$ cat config.mk
export PLATFORM = sky130hd
export DESIGN_NAME = cr_kme_fifo_packer
export DESIGN_NICKNAME = d
export VERILOG_FILES = /design/src/rtl/cr_kme_packer_pkg.sv /design/src/rtl/cr_kme_sticky_cnt.sv /design/src/rtl/cr_kme_fifo_packer.sv
export SDC_FILE = /design/constraint.sdc
export NUM_CORES = 1
export LEC_CHECK = 0
export BUFFER_PORTS_ARGS = -buffer_cell sky130_fd_sc_hd__buf_2
export CAP_MARGIN = 20
export CORE_MARGIN = 3
export CORE_UTILIZATION = 55
export CTS_BUF_LIST = sky130_fd_sc_hd__clkbuf_8
export CTS_CLUSTER_DIAMETER = 100
export CTS_CLUSTER_SIZE = 24
export DETAILED_ROUTE_END_ITERATION = 6
export GPL_TIMING_DRIVEN = 0
export PLACE_DENSITY = 0.77
export SLEW_MARGIN = 30
export SYNTH_ARGS = -nofsm -noshare
export SYNTH_HDL_FRONTEND = slang
export SYNTH_SLANG_ARGS = --single-unit
export TNS_END_PERCENT = 30
$ cat constraint.sdc
create_clock -name clk -period 2.8 [get_ports clk]
set_input_delay 0.42 -clock clk [delete_from_list [all_inputs] [get_ports clk]]
set_output_delay 0.42 -clock clk [all_outputs]
set_load 0.005 [all_outputs]
$ cat src/rtl/cr_kme_packer_pkg.sv
// Shared types and defaults for the KME FIFO packer.
// State encoding plus default beat width and pad fill value.
package cr_kme_packer_pkg;

  localparam int KME_IN_W = 32;
  localparam logic [KME_IN_W-1:0] KME_PAD_VAL = '0;

  typedef enum logic [1:0] {
    EMPTY,
    HALF,
    FULL
  } pk_state_e;

endpackage

$ cat src/rtl/cr_kme_sticky_cnt.sv
// Wrapping debug counter with increment enable.
// Synchronous clear takes priority over increment.
module cr_kme_sticky_cnt #(
  parameter int W = 16
) (
  input  logic         clk,
  input  logic         clr,
  input  logic         inc,
  output logic [W-1:0] count
);

  always_ff @(posedge clk) begin
    if (clr) begin
      count <= '0;
    end else if (inc) begin
      count <= count + 1'b1;
    end
  end

endmodule

$ cat src/rtl/cr_kme_fifo_packer.sv
// Packs 32-bit beat pairs into 64-bit FIFO words.
// Honors the FIFO stall and tracks sticky errors and debug counts.
module cr_kme_fifo_packer
  import cr_kme_packer_pkg::*;
#(
  parameter int              IN_W    = KME_IN_W,
  parameter logic [IN_W-1:0] PAD_VAL = IN_W'(KME_PAD_VAL),
  parameter int              CNT_W   = 16
) (
  input  logic              clk,
  input  logic              rst,
  input  logic [IN_W-1:0]   in_data,
  input  logic              in_valid,
  input  logic              in_last,
  output logic              in_ready,
  output logic [2*IN_W-1:0] fifo_in,
  output logic              fifo_in_valid,
  input  logic              fifo_in_stall,
  input  logic              fifo_overflow,
  input  logic              fifo_underflow,
  output logic              err_ovf,
  output logic              err_unf,
  output logic [CNT_W-1:0]  words_sent,
  output logic [CNT_W-1:0]  pads_sent
);

  pk_state_e         state;
  logic [IN_W-1:0]   low_q;
  logic [2*IN_W-1:0] word_q;
  logic              pad_q;

  logic              accept;
  logic              done_now;
  logic              launch;
  logic              pad_now;
  logic              launch_pad;
  logic [2*IN_W-1:0] word_now;
  logic [2*IN_W-1:0] launch_word;

  always_comb begin
    in_ready = !rst && (state != FULL || !fifo_in_stall);
    accept   = in_valid && in_ready;
    done_now = accept &&
               (state == HALF || (state == EMPTY && in_last));
    // Outside HALF a completing beat is always a padded tail
    word_now = (state == HALF) ? {in_data, low_q}
                               : {PAD_VAL, in_data};
    pad_now  = (state != HALF);
    launch   = !fifo_in_stall && (state == FULL || done_now);
    launch_word = (state == FULL) ? word_q : word_now;
    launch_pad  = (state == FULL) ? pad_q : pad_now;
  end

  always_ff @(posedge clk) begin
    if (rst) begin
      state         <= EMPTY;
      low_q         <= '0;
      word_q        <= '0;
      pad_q         <= 1'b0;
      fifo_in       <= '0;
      fifo_in_valid <= 1'b0;
    end else begin
      fifo_in_valid <= launch;
      if (launch) begin
        fifo_in <= launch_word;
      end
      unique case (1'b1)
        state == EMPTY: begin
          if (accept && !in_last) begin
            low_q <= in_data;
            state <= HALF;
          end else if (accept && fifo_in_stall) begin
            word_q <= word_now;
            pad_q  <= pad_now;
            state  <= FULL;
          end
        end
        state == HALF: begin
          if (accept && fifo_in_stall) begin
            word_q <= word_now;
            pad_q  <= pad_now;
            state  <= FULL;
          end else if (accept) begin
            state <= EMPTY;
          end
        end
        state == FULL: begin
          // A beat taken while launching always starts a fresh word
          if (launch && accept && in_last) begin
            word_q <= word_now;
            pad_q  <= pad_now;
            state  <= FULL;
          end else if (launch && accept) begin
            low_q <= in_data;
            state <= HALF;
          end else if (launch) begin
            state <= EMPTY;
          end
        end
        default: state <= EMPTY;
      endcase
    end
  end

  always_ff @(posedge clk) begin
    if (rst) begin
      err_ovf <= 1'b0;
      err_unf <= 1'b0;
    end else begin
      err_ovf <= err_ovf | fifo_overflow;
      err_unf <= err_unf | fifo_underflow;
    end
  end

  cr_kme_sticky_cnt #(.W(CNT_W)) u_words (
    .clk   (clk),
    .clr   (rst),
    .inc   (launch),
    .count (words_sent)
  );

  cr_kme_sticky_cnt #(.W(CNT_W)) u_pads (
    .clk   (clk),
    .clr   (rst),
    .inc   (launch && launch_pad),
    .count (pads_sent)
  );

endmodule

==> run summary <==
Status: complete, but fails checks
Failing checks: DRC
Clk network pwr share: 0.334
Pins Over Slew Limit: 0
Worst Tran Pin Value: 0.846 ns
Clk sinks: 198
Setup TNS: 0 ns
Switching power: 1720 uW
Clock buffer depth: 2
Crit path max fanout: 10
Starting Density: 0.566
Leakage: 0.00393 uW
Reg-to-Reg Start: state[1]$_SDFFE_PP0P_
Peak Freq: 0.417 GHz
Worst path required time: 2.38 ns
Post-CTS Hold Fix Bufs: 0
Largest net degree at the start of global routing: 17
Reg-to-reg slack, setup: 0.46 ns
CTS tree: done
Setup Crit Path Kind: reg2out
Maximum VDD drop: 0.337 mV
CP peak stage delay: 0.37 ns
Tmin final: 2.40 ns
Die Area: 18700 sq um
Worst Setup SP: state[1]$_SDFFE_PP0P_
HP Class: in2reg
Crit path arrival time: 1.98 ns
Vias per cell: 6.21
Critical path cell sequence: buf_4, buf_2, nor2b_1, a21oi_1, buf_2
Global-route wire length before repair: 45.6 mm
Flop pwr share: 0.507
Cell internal pwr: 4130 uW
Synth Register Bits: 198
Vias: 9837
Fillers: 1499
Post-DP HPWL: 21.0 mm
RSZ-0062 raised after global routing: no
Clk_lat worst skew: 0.48 ns
Layout Utilization: 0.648
Power Density: 543 nW/um^2
Clock Skew: 0.00982 ns
GRT Total Usage: 0.309
Number of global-route vias before repair: 8607
Buf/Inv on CP: 3
Detail Route Antenna Nets: 0
Mapped Nets: 1237
I/O pins: 139
Post-CTS sizing: 0
Layout cells sized above 1: 0.158
Setup ws final: 0.401 ns
Inserted Diodes: 0
Post-synth design cell area: 9420 sq um
IO buf count: 136
Drt pass-1 iters: 7
Initial DRC Count: 1199
Syn Area/Cell: 7.87 sq um
Yosys top cell by area: dfxtp_1
Worst setup EP type: output port
GR Overflow Total: 0
Initial antenna violation count: 0
Worst Setup Start Kind: register
Largest delay share family, worst path: buffers and inverters
Final setup vio count: 0
Most frequent cells in the layout: nand2_1 (233), a21oi_1 (221), dfxtp_1 (198)
Slowest stage cell, crit path: nor2b_1
Most common cell after layout, fill and taps aside: nand2_1
Max-Slew Margin vs Limit: 0.436
Die X: 137 um
Max cap viols: 0
Fin. Hold Viols: 0
Switching Fraction: 0.294
Most used cell along the critical path: buf_2
Nets: 1392
Fin crit share: 0.857
Die Height: 137 um
Synth top area share: 0.421
DRC: 2
DR WL/cell: 18.7 um
Hold wc startpoint: fifo_underflow
Area growth from synthesis to layout: 14.6%
Core footprint: 16600 sq um
Placer Congestion: 0.970
H-Tree Depth: 4
Synth Warn #: 0
Sequential element share of the synthesized area: 0.421
Logic pwr share: 0.159
Root buffer cell: clkbuf_8
Worst Setup Slack post-DPL: 0.268 ns
Netlist cell types: 47
Syn Inst Count: 1196
Clk slew on worst S/H paths: 0.09 ns
Routed WL: 29.7 mm
Row count: 47
Num CTS Buffers: 17
Post-CTS Setup Bufs: 0
Synth area leaders: dfxtp_1 (42%), a21oi_1 (12%), nand2_1 (9.3%)
==> tightest hold or removal path, stage by stage <==
cell and delay (ns):
buf_2 0.08, nor2_1 0.04, nor2_1 0.08
==> state kept, by name, summed over array words and instances, names as in the netlist, 2 cells and up <==
signal / count
word_q: 64
u_words.count: 16
state: 2
low_q: 32
u_pads.count: 16
fifo_in: 64
==> per-layer routing <==
layer	share of wire	track usage	up-vias	routed length, um
met3	0.10	0.0794	69	3000
met4	0.026	0.110	0	782
met1	0.42	0.428	4621	12500
met2	0.45	0.470	507	13400
met5	0	0	-	0
li1	-	-	4640	-
==> Yosys cell counts, drive strengths merged <==
master  count
nand2     233
a21oi     224
dfxtp     198
clkbuf     77
o21ai      75
nand4      70
mux2i      63
nor2       46
buf        45
a311oi     34
a211oi     32
or4        18
o31ai      17
nand3      12
or3         9
nor2b       5
and4        4
inv         4
nand2b      4
and3        3
mux2        3
a32oi       2
ha          2
nor3        2
nor4b       2
a22oi       1
a31o        1
a41oi       1
and4b       1
and4bb      1
clkinv      1
nor4        1
o22ai       1
o32a        1
o32ai       1
or2         1
xor2        1
==> power by group through the flow <==
stage	registers, uW	clock network (uW)	logic (uW)
after global placement	3030	0	893
after global routing	2980	2080	1000
after CTS	2970	1960	910
after detailed placement	3030	0	907
final	2970	1960	931
after floorplan	3030	0	566
==> through the flow <==
stage	hold slack (ns)	power (uW)	std cells	area, sq um
after detailed placement	0.461	3940	1552	10400
final	0.172	5860	1584	10800
after floorplan	0.449	3590	1196	9420
after global routing	0.165	6070	1584	10800
after CTS	0.163	5830	1584	10800
after global placement	0.442	3920	1552	10400
==> worst paths after layout <==
kind	to	depth (start not counted)
worst max register to register	fifo_in[21]$_SDFFE_PP0N_	7
worst min-delay path	err_unf$_SDFF_PP0_	3
worst max-delay path	in_ready	5
worst min register to register	low_q[29]$_SDFFE_PP0P_	2
==> cell type report <==
class                           count  area [sq um]  area share
Tap cell                          220           275      0.0255
Timing Repair Buffer              136           681      0.0631
Multi-Input combinational cell    871          4900       0.454
Buffer                            122           533      0.0494
Sequential cell                   198          3960       0.367
Clock inverter                     13           156      0.0145
Inverter                            5          18.8     0.00174
Clock buffer                       19           262      0.0242
==> logic make-up (layout without fill, tap and decap cells) <==
group | Yosys count | after routing | share of synthesized area
simple gates | 412 | 412 | 0.206
compound gates | 390 | 390 | 0.240
flops | 198 | 198 | 0.421
buf+inv | 127 | 295 | 0.0586
mux | 66 | 66 | 0.0706
fa+ha+maj | 2 | 2 | 0.00266
xor+xnor | 1 | 1 | 0.000930
No activity file was read; power rests on OpenSTA's default activity.
